`config.mk`:
```
export PLATFORM = sky130hd
export DESIGN_NAME = timer_key_ctrl
export DESIGN_NICKNAME = d
export VERILOG_FILES = /design/src/rtl/timer_key_ctrl.sv
export SDC_FILE = /design/constraint.sdc
export NUM_CORES = 1
export LEC_CHECK = 0
export CORE_UTILIZATION = 35
export CTS_CLUSTER_DIAMETER = 150
export DETAILED_ROUTE_END_ITERATION = 10
export GPL_TIMING_DRIVEN = 0
export MAX_ROUTING_LAYER = met4
export PLACE_DENSITY = 0.5
export SETUP_SLACK_MARGIN = 0.3
export SLEW_MARGIN = 20
export SYNTH_ARGS = -nofsm -noshare
export SYNTH_HDL_FRONTEND = slang
export SYNTH_SLANG_ARGS = --single-unit
```
`constraint.sdc`:
```
create_clock -name clk -period 2.1 [get_ports clk]
set_input_delay 0.315 -clock clk [delete_from_list [all_inputs] [get_ports clk]]
set_output_delay 0.315 -clock clk [all_outputs]
set_load 0.01 [all_outputs]
```
`src/rtl/timer_key_ctrl.sv`:
```
// timer_key_ctrl: sync + debounce seven front-panel keys into timer adjust flags, enable, mode and softrst_N.
// Latency DEB_CYC+3 cycles from first low sample, no backpressure; auto-repeat built only with TIMER_KEY_AUTOREPEAT_EN.
module timer_key_ctrl #(
  parameter int DEB_CYC   = 20,
  parameter int RPT_DLY   = 500,
  parameter int RPT_PER   = 100,
  parameter int SOFTRST_W = 4
) (
  input  logic clk,
  input  logic rst_N,
  input  logic key_incmin_N,
  input  logic key_decmin_N,
  input  logic key_inchour_N,
  input  logic key_dechour_N,
  input  logic key_run_N,
  input  logic key_mode_N,
  input  logic key_clr_N,
  output logic flag_incmin,
  output logic flag_decmin,
  output logic flag_inchour,
  output logic flag_dechour,
  output logic enable,
  output logic mode,
  output logic softrst_N
);

  localparam int NK = 7;
  localparam int DW = $clog2(DEB_CYC + 1);
  localparam int SW = $clog2(SOFTRST_W + 1);

  if (DEB_CYC < 1 || RPT_DLY < 1 || RPT_PER < 1 || SOFTRST_W < 1) begin : g_param_chk
    $error("timer_key_ctrl: all timing parameters must be >= 1");
  end

  logic [NK-1:0] raw;
  logic [NK-1:0] press;
  logic [3:0]    rel;

  assign raw = {key_clr_N, key_mode_N, key_run_N, key_dechour_N,
                key_inchour_N, key_decmin_N, key_incmin_N};

  // Per key: 2-FF synchroniser, then a debouncer that flips only after DEB_CYC disagreeing cycles.
  for (genvar k = 0; k < NK; k++) begin : g_deb
    logic          s1, s2, lvl, pr, flip;
    logic [DW-1:0] cnt;

    assign flip = (s2 != lvl) && (cnt == DW'(DEB_CYC - 1));

    always_ff @(posedge clk or negedge rst_N) begin
      if (!rst_N) begin
        s1  <= 1'b1;
        s2  <= 1'b1;
        lvl <= 1'b1;
        cnt <= '0;
        pr  <= 1'b0;
      end else begin
        s1 <= raw[k];
        s2 <= s1;
        pr <= flip && lvl;
        if (s2 == lvl) begin
          cnt <= '0;
        end else if (flip) begin
          lvl <= ~lvl;
          cnt <= '0;
        end else begin
          cnt <= cnt + 1'b1;
        end
      end
    end

    assign press[k] = pr;

    if (k < 4) begin : g_rel
      logic rl;
      always_ff @(posedge clk or negedge rst_N) begin
        if (!rst_N) rl <= 1'b0;
        else        rl <= flip && !lvl;
      end
      assign rel[k] = rl;
    end
  end

  typedef enum logic [1:0] {ST_IDLE, ST_HOLD, ST_REPEAT} adj_st_t;

  logic [3:0] req;

`ifdef TIMER_KEY_AUTOREPEAT_EN
  localparam int RMAX = (RPT_DLY > RPT_PER) ? RPT_DLY : RPT_PER;
  localparam int RW   = $clog2(RMAX + 1);
`endif

  for (genvar a = 0; a < 4; a++) begin : g_adj
    adj_st_t st_q, st_d;
    logic    r;
`ifdef TIMER_KEY_AUTOREPEAT_EN
    logic [RW-1:0] cnt_q, cnt_d;
`endif

    always_ff @(posedge clk or negedge rst_N) begin
      if (!rst_N) begin
        st_q  <= ST_IDLE;
`ifdef TIMER_KEY_AUTOREPEAT_EN
        cnt_q <= '0;
`endif
      end else begin
        st_q  <= st_d;
`ifdef TIMER_KEY_AUTOREPEAT_EN
        cnt_q <= cnt_d;
`endif
      end
    end

    always_comb begin
      st_d = st_q;
`ifdef TIMER_KEY_AUTOREPEAT_EN
      cnt_d = cnt_q;
      case (st_q)
        ST_IDLE: begin
          if (press[a]) begin
            st_d  = ST_HOLD;
            cnt_d = RW'(RPT_DLY - 1);
          end
        end
        ST_HOLD: begin
          if (rel[a]) begin
            st_d  = ST_IDLE;
            cnt_d = '0;
          end else if (cnt_q == '0) begin
            st_d  = ST_REPEAT;
            cnt_d = RW'(RPT_PER - 1);
          end else begin
            cnt_d = cnt_q - 1'b1;
          end
        end
        ST_REPEAT: begin
          if (rel[a]) begin
            st_d  = ST_IDLE;
            cnt_d = '0;
          end else if (cnt_q == '0) begin
            cnt_d = RW'(RPT_PER - 1);
          end else begin
            cnt_d = cnt_q - 1'b1;
          end
        end
        default: begin
          st_d  = ST_IDLE;
          cnt_d = '0;
        end
      endcase
`else
      case (st_q)
        ST_IDLE: if (press[a]) st_d = ST_HOLD;
        ST_HOLD: if (rel[a])   st_d = ST_IDLE;
        default:               st_d = ST_IDLE;
      endcase
`endif
    end

    always_comb begin
      r = 1'b0;
      case (st_q)
        ST_IDLE:   r = press[a];
`ifdef TIMER_KEY_AUTOREPEAT_EN
        ST_HOLD,
        ST_REPEAT: r = !rel[a] && (cnt_q == '0);
`endif
        default:   r = 1'b0;
      endcase
    end

    assign req[a] = r;
  end

  logic [3:0]    gnt;
  logic [SW-1:0] sr_cnt_q, sr_cnt_d;
  logic          srn_d;

  // Fixed priority; losers are dropped, never queued.
  always_comb begin
    gnt = '0;
    if      (req[0]) gnt[0] = 1'b1;
    else if (req[1]) gnt[1] = 1'b1;
    else if (req[2]) gnt[2] = 1'b1;
    else if (req[3]) gnt[3] = 1'b1;
  end

  // A clear press is only accepted once the previous pulse has fully ended.
  always_comb begin
    sr_cnt_d = sr_cnt_q;
    srn_d    = 1'b1;
    if (sr_cnt_q != '0) begin
      sr_cnt_d = sr_cnt_q - 1'b1;
      srn_d    = (sr_cnt_q == SW'(1));
    end else if (press[6]) begin
      sr_cnt_d = SW'(SOFTRST_W);
      srn_d    = 1'b0;
    end
  end

  always_ff @(posedge clk or negedge rst_N) begin
    if (!rst_N) begin
      {flag_dechour, flag_inchour, flag_decmin, flag_incmin} <= 4'b0000;
      enable    <= 1'b1;
      mode      <= 1'b0;
      softrst_N <= 1'b1;
      sr_cnt_q  <= '0;
    end else begin
      {flag_dechour, flag_inchour, flag_decmin, flag_incmin} <= gnt & {4{srn_d}};
      enable    <= enable ^ press[4];
      mode      <= mode ^ press[5];
      softrst_N <= srn_d;
      sr_cnt_q  <= sr_cnt_d;
    end
  end

endmodule
```
==> results_dict.tcl <==
set metrics [dict create \
    cp_max_fo 2 \
    busiest_layer "met2" \
    die_h_microns 97.6 \
    max_freq_ghz 0.583 \
    viasPerCell 4.46 \
    met1_usage_pct 12.8 \
    p_leak_uw 0.00166 \
    final_hold_viol_count 0 \
    maxSlewViolCount 0 \
    fin_crit_ns 1.72 \
    holdWs_ns 0.357 \
    ir_drop_uv 374 \
    cts.clk_slew.worst_paths_ns 0.07 \
    synth_enable_flop_cells 0 \
    p_total_uw 2940 \
    rsz0062_at_grt "no" \
    min_from "g_deb[1].s1" \
    grt_pass1_vias 1724 \
    mostFrequentLayoutCells "58 x dfrtp_1, 33 x nor2_1, 23 x dfstp_2" \
    setup_ws_ns 0.384 \
    initial_core_util_pct 36.5 \
    dp_slack_ns 0.741 \
    yosys.area.top_type "dfrtp_1" \
    grt_use_met2_pct 15.0 \
    cp.required_ns 1.78 \
    insertion_delay_ns 0.34 \
    synth_nets 246 \
    cts_root_buf "clkbuf_8" \
    synth-main-ff-cell "dfrtp_1" \
    hpwl_microns 2700 \
    synth_area_sq_um 3200 \
    grt_start_max_net_pins 48 \
    synth.area.top_cells "dfrtp_1 45%, dfstp_2 19%, nand4bb_4 6.0%" \
    dp.cells 354 \
    relSlewSlack_pct 68.9 \
    powerDensity_nw_per_um2 789 \
    reg2reg_slack_ns 0.89 \
    cp-end-kind "output port" \
    cts_tree "built" \
    path_buf_inv 1 \
    yosysUniqueCellTypes 24 \
    core-area_sq_um 8760 \
    ys_warn_count 0 \
    synth-seq-area-share_pct 64.3 \
    synth_top_area_share_pct 45.4 \
    grt_use_total_pct 10.6 \
    layout_commonest_cell "dfrtp_1" \
    async_flop_share_pct 100 \
    min_to "g_deb[1].s2" \
    wirelength_microns 4190 \
    cp_slowest_stage_delay_ns 0.54 \
    start_kind "flip-flop" \
    final_cells 371 \
    io_pins 16 \
    antenna_found_initial 0 \
    gr-usage-met3_pct 4.24 \
    r2r-end "g_deb[2].lvl" \
    cts.path.max_buffers 2 \
    ys_ff_latch 81 \
    fin_nets 274 \
    vias 1653 \
    cp_data_arrival_time_ns 1.40 \
    slowest_stage "dfstp_2" \
    cts_max_level 3 \
    fin_skew_ns 0.00825 \
    cts.sinks 81 \
    nFillCells 813 \
    syn_area_per_cell_sq_um 13.9 \
    fp.dieW_microns 97.6 \
    die_area_sq_um 9520 \
    finalSetupViolCount 0 \
    cp_cell_sequence "clkdlybuf4s50_1" \
    syn_to_final_growth_pct 16.5 \
    drt_iter0_markers 41 \
    drv_cap 0 \
    antennaDiodeCount 0 \
    numPortBuffers 15 \
    drive_gt1_share_pct 20.5 \
    drc_errors 0 \
    synthCells 230 \
    period_share_pct 81.7 \
    status "finished clean" \
    cp_top_family "flip-flops" \
    post_cts_buffers 0 \
    min_path_cells 0 \
    gp_congestion 0.700 \
    cts_buffers 9 \
    rr_worst_depth 3 \
    tightest_slew_ns 0.467 \
    first_pass_iters 4 \
    overflow 0 \
    rows 34 \
    grt_pass1_wl_microns 7640 \
    hold_class "flip-flop to flip-flop" \
    ant_nets 0 \
    wl_per_cell_microns 11.3 \
    path_class "flip-flop to output port" \
    rr_startpoint "g_deb[2].cnt[0]" \
]
-- report_power, final --
group | leakage [uW] | total [uW] | switching [uW] | internal, uW
clock | 0.000107 | 1150 | 507 | 647
sequential | 0.00103 | 1650 | 35.4 | 1620
combinational | 0.000517 | 132 | 68.5 | 63.8
-- through the flow --
stage               area, sq um  setup TNS [ns]  utilization [%]
floorplan                  3200               0                -
global placement           3480         -159.83             39.7
detailed placement         3510               0             40.0
CTS                        3720               0             42.5
global route               3720               0             42.5
finish                     3720               0             42.5
-- cell usage after synthesis, types with 4 or more instances --
cell type,count
xor2_1,22
dfstp_2,23
nand3_1,13
ha_1,7
o21ai_0,4
nor3b_1,12
nor2_1,33
inv_1,4
xnor2_1,8
mux2_4,5
nand2_1,12
dfrtp_1,58
nand4bb_4,7
and3_1,4
-- registers in the layout, indices dropped and copies added, names as in the netlist, 3 cells and up --
register	count
g_deb.cnt	35
g_deb.lvl	7
g_deb.pr	7
g_deb.s2	7
g_deb.g_rel.rl	4
g_deb.s1	7
sr_cnt_q	3
g_adj.st_q	4
-- routing by layer --
| layer | vias to the layer above | part of all wire, % |
|---|---|---|
| met5 | - | 0 |
| met4 | 0 | 2.1 |
| met3 | 8 | 4.3 |
| met2 | 23 | 42 |
| met1 | 797 | 52 |
| li1 | 825 | - |
-- layout make-up --
cell class              count  area, sq um  share of cell area, %
flip-flops and latches     81         2060                   55.2
well taps                 108          135                   3.63
inverters                   4         15.0                  0.403
multi-input cells         145         1130                   30.2
clock inverters             2         35.0                  0.941
repair buffers             17          185                   4.97
clock buffers              14          173                   4.64
-- cell families (layout without fill, tap and decap cells) --
group                      after synthesis  in the layout  share of synthesized area, %
AOI/OAI and AO/OA                        9              9                          1.68
xor gates and xnor gates                30             30                          8.22
adders and majority gates                7              7                          2.74
buffers and inverters                    4             37                         0.470
DFF                                     81             81                          64.3
muxes                                    8              8                          3.37
and+or+nand+nor                         91             91                          19.2
-- worst max-delay path by stage --
stage / startpoint / end / slack (ns) / cells past startpoint
global placement: rst_N / g_deb[3].cnt[0] / -2.26 / 1
global route: enable / enable / 0.33 / 1
finish: enable / enable / 0.38 / 1
floorplan: g_deb[2].cnt[0] / g_deb[2].lvl / 0.95 / 3
detailed placement: enable / enable / 0.74 / 1
CTS: enable / enable / 0.35 / 1
-- worst register-to-register path, delay by kind of cell (launching register included) --
kind | cells | cell delay, ns
multiplexers | 1 | 0.34
AND/OR/NAND/NOR | 1 | 0.14
adder cells (fa/ha/maj) | 1 | 0.27
flip-flops | 1 | 0.40
-- timing repair --
action	in CTS	in global routing
resized for setup	0	0
hold endpoints to repair	24	0
hold buffers	1	0
(Power assumes the default switching activity.)
